==> src/rtl/img_pkg.sv <==
// img_pkg: shared constants and state encodings for the image output path.
// Also used by the mapping controller, so keep encodings stable.
package img_pkg;
  localparam int LINE_W        = 128;  // bits per output-memory line
  localparam int PIX_W         = 8;    // bits per pixel
  localparam int PIX_PER_LINE  = 16;   // pixels per line
  localparam int NUM_LINES_DEF = 64;   // default lines per frame
  localparam int LINE_CNT_W    = 7;    // line counter width (zero-extended to address)
  localparam int IDX_W         = $clog2(PIX_PER_LINE);

  typedef enum logic [1:0] {
    S_IDLE = 2'd0,
    S_RUN  = 2'd1,
    S_DONE = 2'd2
  } top_state_t;

  typedef enum logic {
    F_IDLE = 1'b0,
    F_WAIT = 1'b1   // a read is in flight; doubles as the read-pending flag
  } fetch_state_t;
endpackage

==> src/rtl/img_line_fetch.sv <==
// img_line_fetch: issues one output-memory line read at a time, counts the
// read latency and presents the returned line for one cycle.
// Ports:
//   clk, reset     clock, synchronous active-high reset
//   run            frame in progress (reads allowed)
//   clear          top idle: rewind the line counter to 0
//   next_full      second buffer occupied: hold off further reads
//   rd_addr/rd_en  memory read address / one-cycle strobe
//   rd_data        memory read data
//   line_data      returned line (valid with line_valid)
//   line_valid     capture strobe, RD_LATENCY cycles after the issue cycle
module img_line_fetch
  import img_pkg::*;
#(
  parameter int NUM_LINES  = NUM_LINES_DEF,
  parameter int RD_LATENCY = 2,
  parameter int ADDR_W     = 16
) (
  input  logic              clk,
  input  logic              reset,
  input  logic              run,
  input  logic              clear,
  input  logic              next_full,
  output logic [ADDR_W-1:0] rd_addr,
  output logic              rd_en,
  input  logic [LINE_W-1:0] rd_data,
  output logic [LINE_W-1:0] line_data,
  output logic              line_valid
);
  localparam int CW = $clog2(RD_LATENCY + 1);

  fetch_state_t          fstate;
  logic [CW-1:0]         lat_cnt;
  logic [LINE_CNT_W-1:0] fetch_line;
  logic                  issue;

  // Only one read in flight, and only when the landing spot is guaranteed:
  // the next buffer is empty, so the capture can never be dropped.
  assign issue = run && (fstate == F_IDLE) && !next_full &&
                 (fetch_line < LINE_CNT_W'(NUM_LINES));

  assign rd_en      = issue;
  assign rd_addr    = ADDR_W'(fetch_line);
  assign line_data  = rd_data;
  assign line_valid = (fstate == F_WAIT) && (lat_cnt == CW'(RD_LATENCY));

  always_ff @(posedge clk) begin
    if (reset) begin
      fstate     <= F_IDLE;
      lat_cnt    <= '0;
      fetch_line <= '0;
    end else begin
      case (fstate)
        F_IDLE: begin
          if (issue) begin
            fstate     <= F_WAIT;
            lat_cnt    <= CW'(1);
            fetch_line <= fetch_line + 1'b1;
          end else if (clear) begin
            fetch_line <= '0;
          end
        end
        F_WAIT: begin
          if (lat_cnt == CW'(RD_LATENCY)) begin
            fstate  <= F_IDLE;
            lat_cnt <= '0;
          end else begin
            lat_cnt <= lat_cnt + 1'b1;
          end
        end
        default: fstate <= F_IDLE;
      endcase
    end
  end
endmodule

==> src/rtl/img_out_stream.sv <==
// img_out_stream: after output_wt_done, reads NUM_LINES 128-bit lines from
// output memory (address 0 up) and streams them as 8-bit pixels, LSB byte
// first, over valid/ready. A line buffer plus a one-line prefetch (next)
// buffer keep a continuously-ready sink bubble-free.
// Ports:
//   clk, reset                  clock, synchronous active-high reset
//   output_wt_done              frame start pulse (honoured only in IDLE)
//   out_mem_rd_addr/_en/_data   output memory read port
//   pix_data/_valid/_ready      pixel stream
//   pix_eol, pix_last           last pixel of line / of frame (with valid)
//   stream_busy, stream_done    frame in progress / one-cycle end pulse
module img_out_stream
  import img_pkg::*;
#(
  parameter int NUM_LINES  = NUM_LINES_DEF,
  parameter int RD_LATENCY = 2,
  parameter int ADDR_W     = 16
) (
  input  logic              clk,
  input  logic              reset,
  input  logic              output_wt_done,
  output logic [ADDR_W-1:0] out_mem_rd_addr,
  output logic              out_mem_rd_en,
  input  logic [LINE_W-1:0] out_mem_rd_data,
  output logic [PIX_W-1:0]  pix_data,
  output logic              pix_valid,
  input  logic              pix_ready,
  output logic              pix_eol,
  output logic              pix_last,
  output logic              stream_busy,
  output logic              stream_done
);
  top_state_t            state;
  logic [LINE_W-1:0]     line_buf, next_buf;
  logic                  line_full, next_full;
  logic [IDX_W-1:0]      pix_idx;
  logic [LINE_CNT_W-1:0] out_line;   // index of the line being serialised

  logic [LINE_W-1:0]     line_data;
  logic                  line_valid;
  logic                  xfer, last_px, cap_line, cap_next;

  img_line_fetch #(
    .NUM_LINES (NUM_LINES),
    .RD_LATENCY(RD_LATENCY),
    .ADDR_W    (ADDR_W)
  ) u_fetch (
    .clk       (clk),
    .reset     (reset),
    .run       (state == S_RUN),
    .clear     (state == S_IDLE),
    .next_full (next_full),
    .rd_addr   (out_mem_rd_addr),
    .rd_en     (out_mem_rd_en),
    .rd_data   (out_mem_rd_data),
    .line_data (line_data),
    .line_valid(line_valid)
  );

  assign pix_valid   = line_full;
  assign pix_data    = line_full ? line_buf[PIX_W-1:0] : '0;
  assign pix_eol     = line_full && (pix_idx == IDX_W'(PIX_PER_LINE - 1));
  assign pix_last    = pix_eol && (out_line == LINE_CNT_W'(NUM_LINES - 1));
  assign stream_busy = (state != S_IDLE);
  assign stream_done = (state == S_DONE);

  assign xfer    = line_full && pix_ready;
  assign last_px = xfer && pix_eol;

  // A returning line goes straight to the serialiser if it is empty or is
  // handing off its final pixel this cycle; otherwise it is parked.
  assign cap_line = line_valid && (!line_full || last_px);
  assign cap_next = line_valid && !cap_line;

  always_ff @(posedge clk) begin
    if (reset) begin
      state     <= S_IDLE;
      line_buf  <= '0;
      next_buf  <= '0;
      line_full <= 1'b0;
      next_full <= 1'b0;
      pix_idx   <= '0;
      out_line  <= '0;
    end else begin
      case (state)
        S_IDLE: if (output_wt_done) begin
          state    <= S_RUN;
          out_line <= '0;
        end
        S_RUN:  if (xfer && pix_last) state <= S_DONE;
        S_DONE: state <= S_IDLE;
        default: state <= S_IDLE;
      endcase

      if (last_px) out_line <= out_line + 1'b1;

      // Serialiser: shift right so the current pixel is always byte 0.
      if (cap_line) begin
        line_buf  <= line_data;
        line_full <= 1'b1;
        pix_idx   <= '0;
      end else if (last_px) begin
        pix_idx <= '0;
        if (next_full) begin
          line_buf  <= next_buf;
          next_full <= 1'b0;
        end else begin
          line_full <= 1'b0;
        end
      end else if (xfer) begin
        line_buf <= line_buf >> PIX_W;
        pix_idx  <= pix_idx + 1'b1;
      end

      if (cap_next) begin
        next_buf  <= line_data;
        next_full <= 1'b1;
      end
    end
  end
endmodule

==> config.mk <==
export PLATFORM = sky130hd
export DESIGN_NAME = img_out_stream
export DESIGN_NICKNAME = d
export VERILOG_FILES = /design/src/rtl/img_pkg.sv /design/src/rtl/img_line_fetch.sv /design/src/rtl/img_out_stream.sv
export SDC_FILE = /design/constraint.sdc
export NUM_CORES = 1
export LEC_CHECK = 0
export CAP_MARGIN = 40
export CORE_ASPECT_RATIO = 1.2
export CORE_MARGIN = 4
export CORE_UTILIZATION = 54
export DETAILED_ROUTE_END_ITERATION = 6
export HOLD_SLACK_MARGIN = 0.02
export PLACE_DENSITY = 0.85
export SETUP_SLACK_MARGIN = 0.2
export SLEW_MARGIN = 20
export SYNTH_ARGS = -nofsm -noshare
export SYNTH_HDL_FRONTEND = slang
export SYNTH_SLANG_ARGS = --single-unit
==> constraint.sdc <==
create_clock -name clk -period 2.66 [get_ports clk]
set_clock_uncertainty 0.1 [all_clocks]
set_input_delay 0.665 -clock clk [delete_from_list [all_inputs] [get_ports clk]]
set_output_delay 0.665 -clock clk [all_outputs]
set_load 0.01 [all_outputs]
# Word level (Yosys, flattened, before mapping)
# Index checks and enable logic that the tools add are counted.
[word_totals]
ff_bits = 281
input_bits = 132
elab_cells = 82
[classes]
muxes = 25
add_sub_neg = 4
reduce_logical = 30
bitwise = 1
magnitude_cmp = 1
n_eq_ne = 11
[op_table]
columns = ["operator", "count"]
rows = [
  ["$mux 128", 4],
  ["$mux 7", 5],
  ["$add 7x1->7 const B", 2],
  ["$reduce_and 2->1", 6],
  ["$reduce_bool 2->1", 6],
  ["$logic_and 1x1->1", 11],
  ["$mux 1", 8],
  ["$mux 2", 4],
  ["$mux 8", 1],
  ["$pmux 2 s2", 2],
  ["$eq 7x6->1 const B", 1],
  ["$lt 7x7->1 const B", 1],
  ["$ne 2x2->1 const B", 3],
  ["$add 4x1->4 const B", 1],
  ["$eq 2x2->1 const B", 2],
  ["$eq 4x4->1 const B", 1],
  ["$ne 2x1->1 const B", 2],
  ["$logic_not 1->1", 3],
  ["$ne 3x2->1 const B", 1],
  ["$reduce_bool 3->1", 1],
  ["$reduce_or 3->1", 1],
  ["$add 2x1->2 const B", 1],
  ["$eq 2x1->1 const B", 1],
  ["$logic_not 2->1", 1],
  ["other kinds (3)", 3],
]

# Longest topological paths before layout
[logic_depth]
depth_word = 9
mapped_depth = 8
ltp_nobuf = 5

# Cells and area by module
# From an unflattened synthesis, not the netlist that was laid out.
[hier_totals]
hier_cells = 1595
hier_area_um2 = 13322.8
[modules_own_cells]
columns = ["mod", "area_per_inst_um2", "n_inst", "cells_per_inst"]
rows = [
  ["img_out_stream", 11777.5, 1, 1401],
  ["img_line_fetch", 1545.2, 1, 194],
]

# Worst setup path before layout
# No wires, ideal clock.
[synth_timing]
path_kind = "reg2out"
startpoint = "register pix_idx[0]"
endpoint = "output port pix_last"
arrival_time_ns = 1.361
required_time_ns = 1.895
stages_incl_launch_ff = 6
path_slack_ns = 0.534
path_cell_list = "dfxtp_1 -> ha_1 -> and3_1 -> buf_4 -> and2_1 -> nor3b_1"
[synth_via]
elab_chain_len = 3
[synth_lines]
columns = ["element", "line_no", "text"]
rows = [
  ["start, declared", "img_out_stream.sv:36", "logic [IDX_W-1:0] pix_idx;"],
  ["start signal, assigned", "img_out_stream.sv:112", "pix_idx <= pix_idx + 1'b1;"],
  ["$eq 4x4->1", "img_out_stream.sv:62", "assign pix_eol = line_full && (pix_idx == IDX_W'(PIX_PER_LINE - 1));"],
  ["$logic_and 1x1->1", "img_out_stream.sv:62", ""],
  ["via pix_eol", "img_out_stream.sv:28", "output logic pix_eol,"],
  ["$logic_and 1x1->1", "img_out_stream.sv:63", "assign pix_last = pix_eol && (out_line == LINE_CNT_W'(NUM_LINES - 1));"],
  ["end, declared", "img_out_stream.sv:29", "output logic pix_last,"],
]
# The timed path passes the listed nets, and every way through them passes these cells.

# Worst setup path after layout
[layout_timing]
startpoint = "register pix_idx[0]"
endpoint = "output port pix_last"
[layout_via]
elab_chain_len = 3
[layout_lines]
columns = ["element", "line_no"]
rows = [
  ["$eq 4x4->1", "img_out_stream.sv:62"],
  ["$logic_and 1x1->1", "img_out_stream.sv:62"],
  ["$logic_and 1x1->1", "img_out_stream.sv:63"],
]
# No other way between the ends.

==> flow_summary.json <==
{
  "synthXorXnorAreaFrac": 0.00230,
  "netlist_instances": 1318,
  "die_area_um2": 23600,
  "vias": 10833,
  "fin_crit_ns": 2.50,
  "hold_viol": 0,
  "synth_top_family_by_area": "compound AO/OA/AOI/OAI gates",
  "setup_tns_ns": 0,
  "grt_pass1_wl_um": 51100,
  "worst_pin_slew_ns": 0.607,
  "num-fill-cells": 1676,
  "yosysTopAreaCell": "dfxtp_1",
  "maxSlewHeadroom": 0.595,
  "rows": 58,
  "status": "complete, but fails checks",
  "ys_warn_count": 0,
  "ant_nets": 0,
  "antennaDiodeCount": 0,
  "track_usage": 0.255,
  "portBuffers": 152,
  "clk_pin_slew_worst_paths_ns": 0.06,
  "synth_flop_cell": "dfxtp_1",
  "min_path_type": "flip-flop to flip-flop",
  "cts_tree": "done",
  "dieHeight_um": 167,
  "ys_seq_area_frac": 0.493,
  "worst-path-max-fanout": 3,
  "synth_compound_area_frac": 0.297,
  "ys_seq_elements": 281,
  "crit_type": "flip-flop to output port",
  "globalplace.congestion": 0.822,
  "num-nets-final": 1551,
  "clock.fmax_mhz": 399,
  "netlist_area_um2": 11400,
  "synth_edf_count": 0,
  "vdd_drop_max_mv": 0.513,
  "synth_adder_area_share": 0.00329,
  "clock_latency_ns": 0.54,
  "ios": 162,
  "antenna_found_initial": 1,
  "area_growth_pct": 23.7,
  "yosys.area_share.simple": 0.128,
  "cp-end-kind": "output port",
  "hpwl_um": 19500,
  "p_leak_nw": 4.72,
  "cp-start-kind": "flip-flop",
  "drt_first_pass_iters": 7,
  "timing.final.crit_share": 0.942,
  "synthMuxAreaShare": 0.000876,
  "drive_gt1_frac": 0.0864,
  "core_area_um2": 20900,
  "grt_pass1_vias": 10124,
  "post-route-util": 0.676,
  "cp.required_ns": 1.89,
  "ys_async_sr_fraction": 0,
  "vias_per_cell": 6.35,
  "drv_slew": 0,
  "route.detailed.drc": 14,
  "overflow": 0,
  "drtIter0Drc": 1676,
  "multiInputGateArea_um2": 5060,
  "synth.area.top_cells": "dfxtp_1, a21oi_1, a222oi_1",
  "grt_start_max_net_pins": 105,
  "synth_cell_types": 48,
  "synthDominantCellAreaShare": 0.493,
  "totalWireLength_um": 32500,
  "htreeDepth": 1,
  "clock-sinks": 281,
  "clk_path_buf_depth": 3,
  "cts_buffers": 28,
  "rrSetupSlack_ns": 0.61,
  "ys_top_cells_by_count": "dfxtp_1, a21oi_1, nand2_1",
  "violations": "design-rule violations",
  "post-synth-top-count-cell": "dfxtp_1",
  "finalPower_mw": 9.04,
  "rsz0062_at_grt": "yes",
  "power.density_nw_per_um2": 640,
  "arrival_ns": 1.74,
  "drv_cap": 0,
  "root_buffer": "clkbuf_16",
  "setup_viol": 0,
  "initial_core_util": 0.546,
  "die_x_um": 141,
  "seq_area_um2": 5640,
  "syn_area_per_cell_um2": 8.67,
  "wire_per_inst_um": 19.1
}
[stage by stage]
step / cells / hold WS [ns] / setup slack, ns / instance area (um2)
after floorplan: 1326 / 0.331 / 0.534 / 11500
final: 1705 / 0.355 / 0.155 / 14100
after global placement: 1645 / 0.340 / -0.0192 / 13000
after detailed placement: 1645 / 0.346 / -0.0651 / 13000
after global routing: 1705 / 0.372 / 0.0796 / 14100
after CTS: 1698 / 0.355 / 0.0464 / 14000
[cells in the final DEF, fill, tap and decap left out, types with 8 or more instances in the layout]
cell	n
buf_12	16
dlygate4sd2_1	10
clkbuf_16	29
clkdlybuf4s50_1	139
o21ai_0	124
nor3_1	13
nor2_1	21
conb_1	9
a222oi_1	119
nand2_1	262
a21oi_1	266
buf_4	31
a221oi_1	8
dfxtp_1	275
and2_1	10
[per-layer routing]
layer,vias to the layer above,GRT usage,share of wire
met2,523,0.427,0.49
met1,5189,0.342,0.40
met5,-,0,0.00040
met4,2,0.0700,0.022
li1,5058,-,-
met3,61,0.0423,0.086
[timing repair]
| item | 4_1_cts | 5_1_grt |
|---|---|---|
| pin swaps | 3 | 3 |
| resized for setup | 30 | 9 |
| setup endpoints to repair | 19 | 3 |
| buffers inserted | 4 | 6 |
| hold buffers | 0 | 0 |
[logic make-up (layout without fill, tap and decap cells)]
| logic type | Yosys count | count (layout) |
|---|---|---|
| muxes | 1 | 1 |
| other | 1 | 9 |
| and+or+nand+nor | 347 | 347 |
| DFF | 281 | 281 |
| AOI/OAI and AO/OA | 539 | 539 |
| adders and majority gates | 3 | 3 |
| xor gates and xnor gates | 3 | 3 |
| buffers and inverters | 143 | 252 |
[critical path, cell delays in order, from the launching register on]
cell and delay [ns]:
dfxtp_2 0.36, ha_4 0.16, and3_4 0.19, and2_4 0.14
nor3b_4 0.19, buf_2 0.16
[worst paths after layout]
check | from | to | depth (start not counted)
setup / recovery | pix_idx[0]$_SDFFE_PP0P_ | pix_last | 5
hold / removal | next_buf[109]$_SDFFE_PP0P_ | next_buf[109]$_SDFFE_PP0P_ | 2
setup reg to reg | pix_idx[0]$_SDFFE_PP0P_ | line_buf[49]$_SDFFE_PP0P_ | 7
hold reg to reg | next_buf[109]$_SDFFE_PP0P_ | next_buf[109]$_SDFFE_PP0P_ | 2
[power by group]
group / leakage [nW] / total (mW) / switching, mW / internal, mW
clock network: 0.498 / 4.31 / 1.66 / 2.65
logic: 1.96 / 0.475 / 0.226 / 0.248
registers: 2.27 / 4.26 / 0.0259 / 4.23
total: 4.72 / 9.04 / 1.91 / 7.14
[registers in the layout, summed over array words and instances, names as in the netlist, 2 cells and up]
name                count
out_line                7
next_buf              128
u_fetch.fetch_line      7
pix_idx                 4
line_buf              128
state                   2
u_fetch.lat_cnt         2
[layout make-up]
cell class | instances | area share
Clock buffer | 35 | 0.0551
Clock inverter | 14 | 0.0168
Inverter | 4 | 0.00106
Multi-Input combinational cell | 902 | 0.358
Sequential cell | 281 | 0.399
Tap cell | 270 | 0.0239
Timing Repair Buffer | 199 | 0.146
Note: power is estimated with default switching activity, not from simulation.
